<file path="src/rtl/core_if.sv">
// core_if: instruction-fetch stage.
// Owns the PC, issues in-order word fetches on ib_*, buffers returned words in
// a FIFO and hands them to decode on the fd_* valid/ready stream. A flush from
// ex redirects the PC and discards every fetch still in flight.
// Optional static branch prediction is enabled by defining CORE_IF_BPU_EN.
module core_if #(
    parameter logic [31:0] RESET_PC   = 32'h0000_0000,
    parameter int          FIFO_DEPTH = 4
) (
    input  logic        clk,
    input  logic        rest,
    output logic        ib_req_valid,
    input  logic        ib_req_ready,
    output logic [31:0] ib_req_addr,
    input  logic        ib_rsp_valid,
    input  logic [31:0] ib_rsp_data,
    input  logic        ex_flush_en,
    input  logic [31:0] ex_flush_pc,
    output logic        fd_valid,
    input  logic        fd_ready,
    output logic [31:0] fd_istr,
    output logic [31:0] fd_pc,
    output logic        fd_jump
);
    localparam int PW = $clog2(FIFO_DEPTH);
    localparam int CW = PW + 1;
    localparam logic [CW:0] DEPTH_W = (CW+1)'(FIFO_DEPTH);

    // Control state (reset)
    logic [31:0]   pc_q, pc_d;
    logic [CW-1:0] out_q, out_d;
    logic [CW-1:0] disc_q, disc_d;
    logic [CW-1:0] cnt_q, cnt_d;
    logic [PW-1:0] wr_q, wr_d, rd_q, rd_d;
    logic [PW-1:0] tag_wr_q, tag_wr_d, tag_rd_q, tag_rd_d;

    // Data storage (not reset; only read behind a valid count)
    logic [31:0] istr_mem [FIFO_DEPTH];
    logic [31:0] pc_mem   [FIFO_DEPTH];
    logic        jmp_mem  [FIFO_DEPTH];
    logic [31:0] tag_mem  [FIFO_DEPTH];

    logic        credit_ok, req_fire, rsp_keep, fifo_wr, fifo_rd;
    logic        pred_taken;
    logic [31:0] tag_pc, pred_tgt;
    logic        unused_flush_lsbs;

    // Redirect targets are word aligned; the low bits carry no information.
    assign unused_flush_lsbs = &{1'b0, ex_flush_pc[1:0]};

    assign tag_pc    = tag_mem[tag_rd_q];
    assign rsp_keep  = ib_rsp_valid && (disc_q == '0) && !ex_flush_en;
    assign fifo_wr   = rsp_keep;
    assign fifo_rd   = fd_valid && fd_ready && !ex_flush_en;

    // Outstanding fetches plus buffered words may never exceed the buffer,
    // which is what guarantees a response always has somewhere to land.
    assign credit_ok    = ({1'b0, out_q} + {1'b0, cnt_q}) < DEPTH_W;
    assign ib_req_valid = rest && credit_ok && !ex_flush_en && !pred_taken;
    assign ib_req_addr  = pc_q;
    assign req_fire     = ib_req_valid && ib_req_ready;

    assign fd_valid = (cnt_q != '0);
    assign fd_istr  = fd_valid ? istr_mem[rd_q] : 32'h0;
    assign fd_pc    = fd_valid ? pc_mem[rd_q]   : 32'h0;
    assign fd_jump  = fd_valid ? jmp_mem[rd_q]  : 1'b0;

`ifdef CORE_IF_BPU_EN
    function automatic logic [31:0] j_imm(input logic [31:0] i);
        return {{12{i[31]}}, i[19:12], i[20], i[30:21], 1'b0};
    endfunction

    function automatic logic [31:0] b_imm(input logic [31:0] i);
        return {{20{i[31]}}, i[7], i[30:25], i[11:8], 1'b0};
    endfunction

    // Static prediction on the word being written: JAL always, backward branches.
    always_comb begin
        pred_taken = 1'b0;
        pred_tgt   = tag_pc;
        if (ib_rsp_data[6:2] == 5'b11011) begin
            pred_taken = rsp_keep;
            pred_tgt   = tag_pc + j_imm(ib_rsp_data);
        end else if (ib_rsp_data[6:2] == 5'b11000 && ib_rsp_data[31]) begin
            pred_taken = rsp_keep;
            pred_tgt   = tag_pc + b_imm(ib_rsp_data);
        end
    end
`else
    assign pred_taken = 1'b0;
    assign pred_tgt   = tag_pc;
`endif

    // Next-state: sequential fetch, then prediction, then flush (highest priority).
    always_comb begin
        pc_d     = pc_q;
        out_d    = out_q + CW'(req_fire) - CW'(ib_rsp_valid);
        disc_d   = disc_q;
        tag_wr_d = tag_wr_q + PW'(req_fire);
        tag_rd_d = tag_rd_q + PW'(ib_rsp_valid);
        wr_d     = wr_q + PW'(fifo_wr);
        rd_d     = rd_q + PW'(fifo_rd);
        cnt_d    = cnt_q + CW'(fifo_wr) - CW'(fifo_rd);
        if (req_fire) begin
            pc_d = pc_q + 32'd4;
        end
        if (ib_rsp_valid && disc_q != '0) begin
            disc_d = disc_q - CW'(1);
        end
        if (pred_taken) begin
            pc_d   = pred_tgt;
            disc_d = out_d;
        end
        if (ex_flush_en) begin
            pc_d   = {ex_flush_pc[31:2], 2'b00};
            disc_d = out_d;
            cnt_d  = '0;
            wr_d   = '0;
            rd_d   = '0;
        end
    end

    // Control registers with asynchronous active-low reset.
    always_ff @(posedge clk or negedge rest) begin
        if (!rest) begin
            pc_q     <= RESET_PC;
            out_q    <= '0;
            disc_q   <= '0;
            cnt_q    <= '0;
            wr_q     <= '0;
            rd_q     <= '0;
            tag_wr_q <= '0;
            tag_rd_q <= '0;
        end else begin
            pc_q     <= pc_d;
            out_q    <= out_d;
            disc_q   <= disc_d;
            cnt_q    <= cnt_d;
            wr_q     <= wr_d;
            rd_q     <= rd_d;
            tag_wr_q <= tag_wr_d;
            tag_rd_q <= tag_rd_d;
        end
    end

    // Tag queue and instruction buffer storage.
    always_ff @(posedge clk) begin
        if (req_fire) begin
            tag_mem[tag_wr_q] <= pc_q;
        end
        if (fifo_wr) begin
            istr_mem[wr_q] <= ib_rsp_data;
            pc_mem[wr_q]   <= tag_pc;
            jmp_mem[wr_q]  <= pred_taken;
        end
    end

    // A kept response must never land in a full buffer unless the head pops too.
    a_no_overflow: assert property (@(posedge clk) disable iff (!rest)
        !(fifo_wr && (cnt_q == DEPTH_W[CW-1:0]) && !fifo_rd));

endmodule
</file>
<file path="config.mk">
export PLATFORM = sky130hd
export DESIGN_NAME = core_if
export DESIGN_NICKNAME = d
export VERILOG_FILES = /design/src/rtl/core_if.sv
export SDC_FILE = /design/constraint.sdc
export NUM_CORES = 1
export LEC_CHECK = 0
export CAP_MARGIN = 25
export CORE_UTILIZATION = 40
export CTS_CLUSTER_DIAMETER = 200
export DETAILED_ROUTE_END_ITERATION = 10
export GPL_ROUTABILITY_DRIVEN = 0
export GPL_TIMING_DRIVEN = 0
export PLACE_DENSITY = 0.62
export SLEW_MARGIN = 5
export SYNTH_ARGS = -nofsm -noshare
export SYNTH_HDL_FRONTEND = slang
export SYNTH_SLANG_ARGS = --single-unit
</file>
<file path="constraint.sdc">
create_clock -name clk -period 8.1 [get_ports clk]
set_clock_uncertainty 0.15 [all_clocks]
set_input_delay 1.62 -clock clk [delete_from_list [all_inputs] [get_ports clk]]
set_output_delay 1.62 -clock clk [all_outputs]
set_load 0.01 [all_outputs]
</file>
==> load_flow_metrics.sql <==
INSERT INTO impl_metrics (metric_group, metric, value, unit) VALUES
('status', 'outcome', 'complete, no violations', ''),
('floorplan', 'die_ar', '41900', 'um2'),
('sta', 'timing.setup.tns', '0', 'ns'),
('route', 'route.detailed.wl_per_inst', '20.8', 'um'),
('route', 'ant_nets', '0', ''),
('sta', 'max_slew_margin', '42.5', '%'),
('global_route', 'first_pass_grt_wire_length', '52800', 'um'),
('floorplan', 'design.core.area', '40100', 'um2'),
('sta', 'timing.final.crit_period', '5.07', 'ns'),
('sta', 'max_clock_freq', '197', 'MHz'),
('logic_synthesis', 'yosysSeqAreaShare', '74.4', '%'),
('sta', 'tightest_slew', '0.860', 'ns'),
('logic_synthesis', 'yosysWarnings', '0', ''),
('clock_tree', 'clock-sinks', '415', ''),
('critical_path', 'cp_arrival', '3.30', 'ns'),
('pwr', 'power-per-cell-area', '299', 'nW/um2'),
('route', 'vias_per_cell', '5.22', ''),
('logic_synthesis', 'yosys_register_bits', '415', ''),
('logic_synthesis', 'synth_cells', '854', ''),
('pwr', 'max-vdd-ir-drop', '0.156', 'mV'),
('clock_tree', 'ctsHoldBuffers', '0', ''),
('clock_tree', 'max-clock-path-buffers', '3', ''),
('clock_tree', 'skew_pair_late_insertion_delay', '0.55', 'ns'),
('critical_path', 'setup.worst_path.start_class', 'input port', ''),
('route', 'drt_iter0_markers', '488', ''),
('floorplan', 'fp.dieW', '205', 'um'),
('finish', 'stdcell_area', '20500', 'um2'),
('logic_synthesis', 'postSynth.topFlopCell', 'sky130_fd_sc_hd__edfxtp_1', ''),
('critical_path', 'critPathMaxFanout', '35', ''),
('logic_synthesis', 'synth_async_sr_flop_share', '11.3', '%'),
('critical_path', 'critPathKind', 'input port to primary output', ''),
('floorplan', 'ios', '169', ''),
('logic_synthesis', 'count_of_flip_flops_with_a_built_in_enable_after_synthesis', '368', ''),
('sta', 'timing_max_transition_violations_final', '0', ''),
('floorplan', 'die_h', '205', 'um'),
('logic_synthesis', 'synth.lib_cells_used.distinct', '53', ''),
('global_route', 'antenna_violations_before_repair', '1', ''),
('sta', 'finalHoldViolCount', '0', ''),
('global_route', 'grt_remaining_overflow', '0', ''),
('placed_design', 'placed_area', '19100', 'um2'),
('finish', 'area_growth_syn_to_fin', '24.6', '%'),
('route', 'drt-pass1-iter-count', '5', ''),
('clock_tree', 'clkTransAtPathRegs', '0.06', 'ns'),
('clock_tree', 'clock_tree_from_tritoncts', 'done', ''),
('clock_tree', 'postCtsSetupBuffers', '0', ''),
('finish', 'num-fill-cells', '3257', ''),
('pwr', 'power_leakage', '6.72', 'nW'),
('route', 'drc', '0', ''),
('finish', 'multiInputGateArea', '3980', 'um2'),
('sta', 'report.final.setup_viol', '0', ''),
('critical_path', 'required', '6.33', 'ns'),
('sta', 'fin_worst_hold_slack', '0.404', 'ns'),
('logic_synthesis', 'syn_avg_cell_area', '19.2', 'um2'),
('job', 'max_cap_viol_count', '0', ''),
('clock_tree', 'clock_tree.root_cell', 'sky130_fd_sc_hd__clkbuf_16', ''),
('logic_synthesis', 'synth.cell_area', '16400', 'um2'),
('clock_tree', 'cts_resized', '0', ''),
('route', 'routed_wirelength', '34300', 'um'),
('clock_tree', 'tritoncts.num_buffers', '45', ''),
('global_route', 'first_global_vias', '8989', ''),
('global_route', 'track_usage', '16.8', '%'),
('finish', 'finish.net_count', '1172', ''),
('hold_path', 'min-delay-path-class', 'flip-flop to flip-flop', ''),
('floorplan', 'initial_core_util', '41.0', '%'),
('finish', 'sequential_cell_area', '12200', 'um2'),
('placed_design', 'detailed_place_hpwl', '22700', 'um'),
('critical_path', 'worst_setup_path_end_kind', 'primary output', ''),
('clock_tree', 'cts_htree_levels', '2', ''),
('finish', 'share_of_post_route_cells_with_drive_strength_above_1', '19.4', '%'),
('route', 'via_count', '8597', ''),
('global_route', 'grt_start_max_net_pins', '43', ''),
('placed_design', 'placement.io_buffers', '161', ''),
('finish', 'antenna_cells', '0', ''),
('sta', 'final_min_period_over_clock_period', '62.6', '%'),
('sta', 'grt_setup_unrepaired', 'no', ''),
('floorplan', 'row_count', '73', '');
synth_stat cells, drive strengths merged (2+ instances only):
cell type | instances | area (um2)
nand4 | 12 | 96.3
nand2b | 3 | 18.8
a221o | 3 | 30.0
nor3 | 10 | 76.3
and3 | 11 | 70.1
xnor2 | 6 | 52.6
nor3b | 2 | 15.0
buf | 27 | 156
o211ai | 11 | 82.6
nand2 | 38 | 143
a31oi | 4 | 25.0
clkbuf | 18 | 67.6
mux4 | 92 | 2070
xor2 | 10 | 87.6
or4 | 3 | 22.5
o21ai | 20 | 100
ha | 13 | 163
fa | 2 | 40.0
edfxtp | 368 | 11100
a311o | 3 | 30.0
or3 | 2 | 12.5
nor2b | 66 | 413
nand3 | 23 | 120
o311ai | 4 | 35.0
and2 | 2 | 12.5
nor2 | 19 | 71.3
a21oi | 4 | 20.0
dfrtp | 47 | 1180
inv | 19 | 71.3
cell families (layout without fill, tap and decap cells):
group	after synthesis	after routing	share of synthesized area, %
buffers and inverters	64	329	1.80
flip-flops	415	415	74.4
XOR/XNOR	16	16	0.852
other	1	5	0.0228
AO/OA/AOI/OAI	55	55	2.27
adder cells (fa/ha/maj)	15	15	1.23
AND/OR/NAND/NOR	194	194	6.71
multiplexers	94	94	12.7
flip-flops by register name, summed over array words and instances, names as in the netlist:
signal	flops
istr_mem	128
rd_q	2
cnt_q	3
disc_q	3
wr_q	2
pc_mem	120
tag_mem	120
ib_req_addr	30
tag_wr_q	2
out_q	3
tag_rd_q	2
per-stage QoR:
step | power [W] | worst slack [ns] | utilization (%) | std cells
global placement | 0.00421 | -3.92 | 46.7 | 1544
global route | 0.00641 | 2.84 | 51.1 | 1648
CTS | 0.00623 | 2.97 | 51.1 | 1648
finish | 0.00613 | 3.03 | 51.1 | 1648
floorplan | 0.00350 | 0.889 | - | 858
detailed placement | 0.00426 | 3.02 | 47.5 | 1565
placed cells by master (no fill, tap or decap), drive strengths merged, types with 2 or more instances in the layout:
cell           instances
nand3                 23
nand2                 38
nor3                  10
o311ai                 4
inv                   20
and2                   2
mux4                  92
clkbuf                79
nand4                 12
buf                   49
nor2b                 66
and3                  11
clkinvlp               4
clkdlybuf4s50        160
edfxtp               368
a221o                  3
a21oi                  4
a311o                  3
bufinv                 3
xnor2                  6
o21ai                 20
dfrtp                 47
xor2                  10
nor2                  19
a31oi                  4
conb                   5
or4                    3
o211ai                11
ha                    13
nand2b                 3
fa                     2
clkinv                14
nor3b                  2
or3                    2
metal layers:
layer / wire [um] / GRT usage [%] / vias up / share of wire (%)
li1: - / - / 3876 / -
met1: 15100 / 23.2 / 4387 / 44
met2: 16300 / 26.9 / 272 / 48
met3: 2190 / 3.53 / 60 / 6.4
met4: 697 / 4.80 / 2 / 2.0
met5: 12 / 0 / - / 0.035
report_power, final:
| part | internal, W | leakage [nW] | switching [W] |
|---|---|---|---|
| combinational | 0.000754 | 2.15 | 0.000758 |
| sequential | 0.00256 | 3.90 | 0.000103 |
| clock | 0.00115 | 0.679 | 0.000806 |
layout make-up:
| type | instances | share of cell area [%] |
|---|---|---|
| Buffer | 45 | 1.09 |
| Timing Repair Buffer | 182 | 9.28 |
| Clock inverter | 22 | 1.04 |
| Multi-Input combinational cell | 379 | 19.4 |
| Inverter | 19 | 0.348 |
| Sequential cell | 415 | 59.7 |
| Tap cell | 525 | 3.21 |
| Clock buffer | 61 | 5.90 |
final timing paths:
| kind | from | end | slack [ns] | cells past startpoint |
|---|---|---|---|---|
| setup / recovery | rest | ib_req_valid | 3.03 | 5 |
| hold / removal | out_q[0] | out_q[0] | 0.40 | 1 |
| setup reg to reg | cnt_q[2] | disc_q[2] | 4.80 | 13 |
| hold reg to reg | out_q[0] | out_q[0] | 0.40 | 1 |
| max in group asynchronous | rest | tag_rd_q[1] | 6.47 | 2 |
| min in group asynchronous | rest | ib_req_addr[21] | 0.81 | 1 |
worst max-delay path: stages:
cell and delay [ns]:
sky130_fd_sc_hd__buf_2 0.32, sky130_fd_sc_hd__buf_12 0.27, sky130_fd_sc_hd__nor4b_2 0.29, sky130_fd_sc_hd__and3_1 0.24, sky130_fd_sc_hd__clkdlybuf4s50_1 0.55
Note: power is estimated with default switching activity, not from simulation.
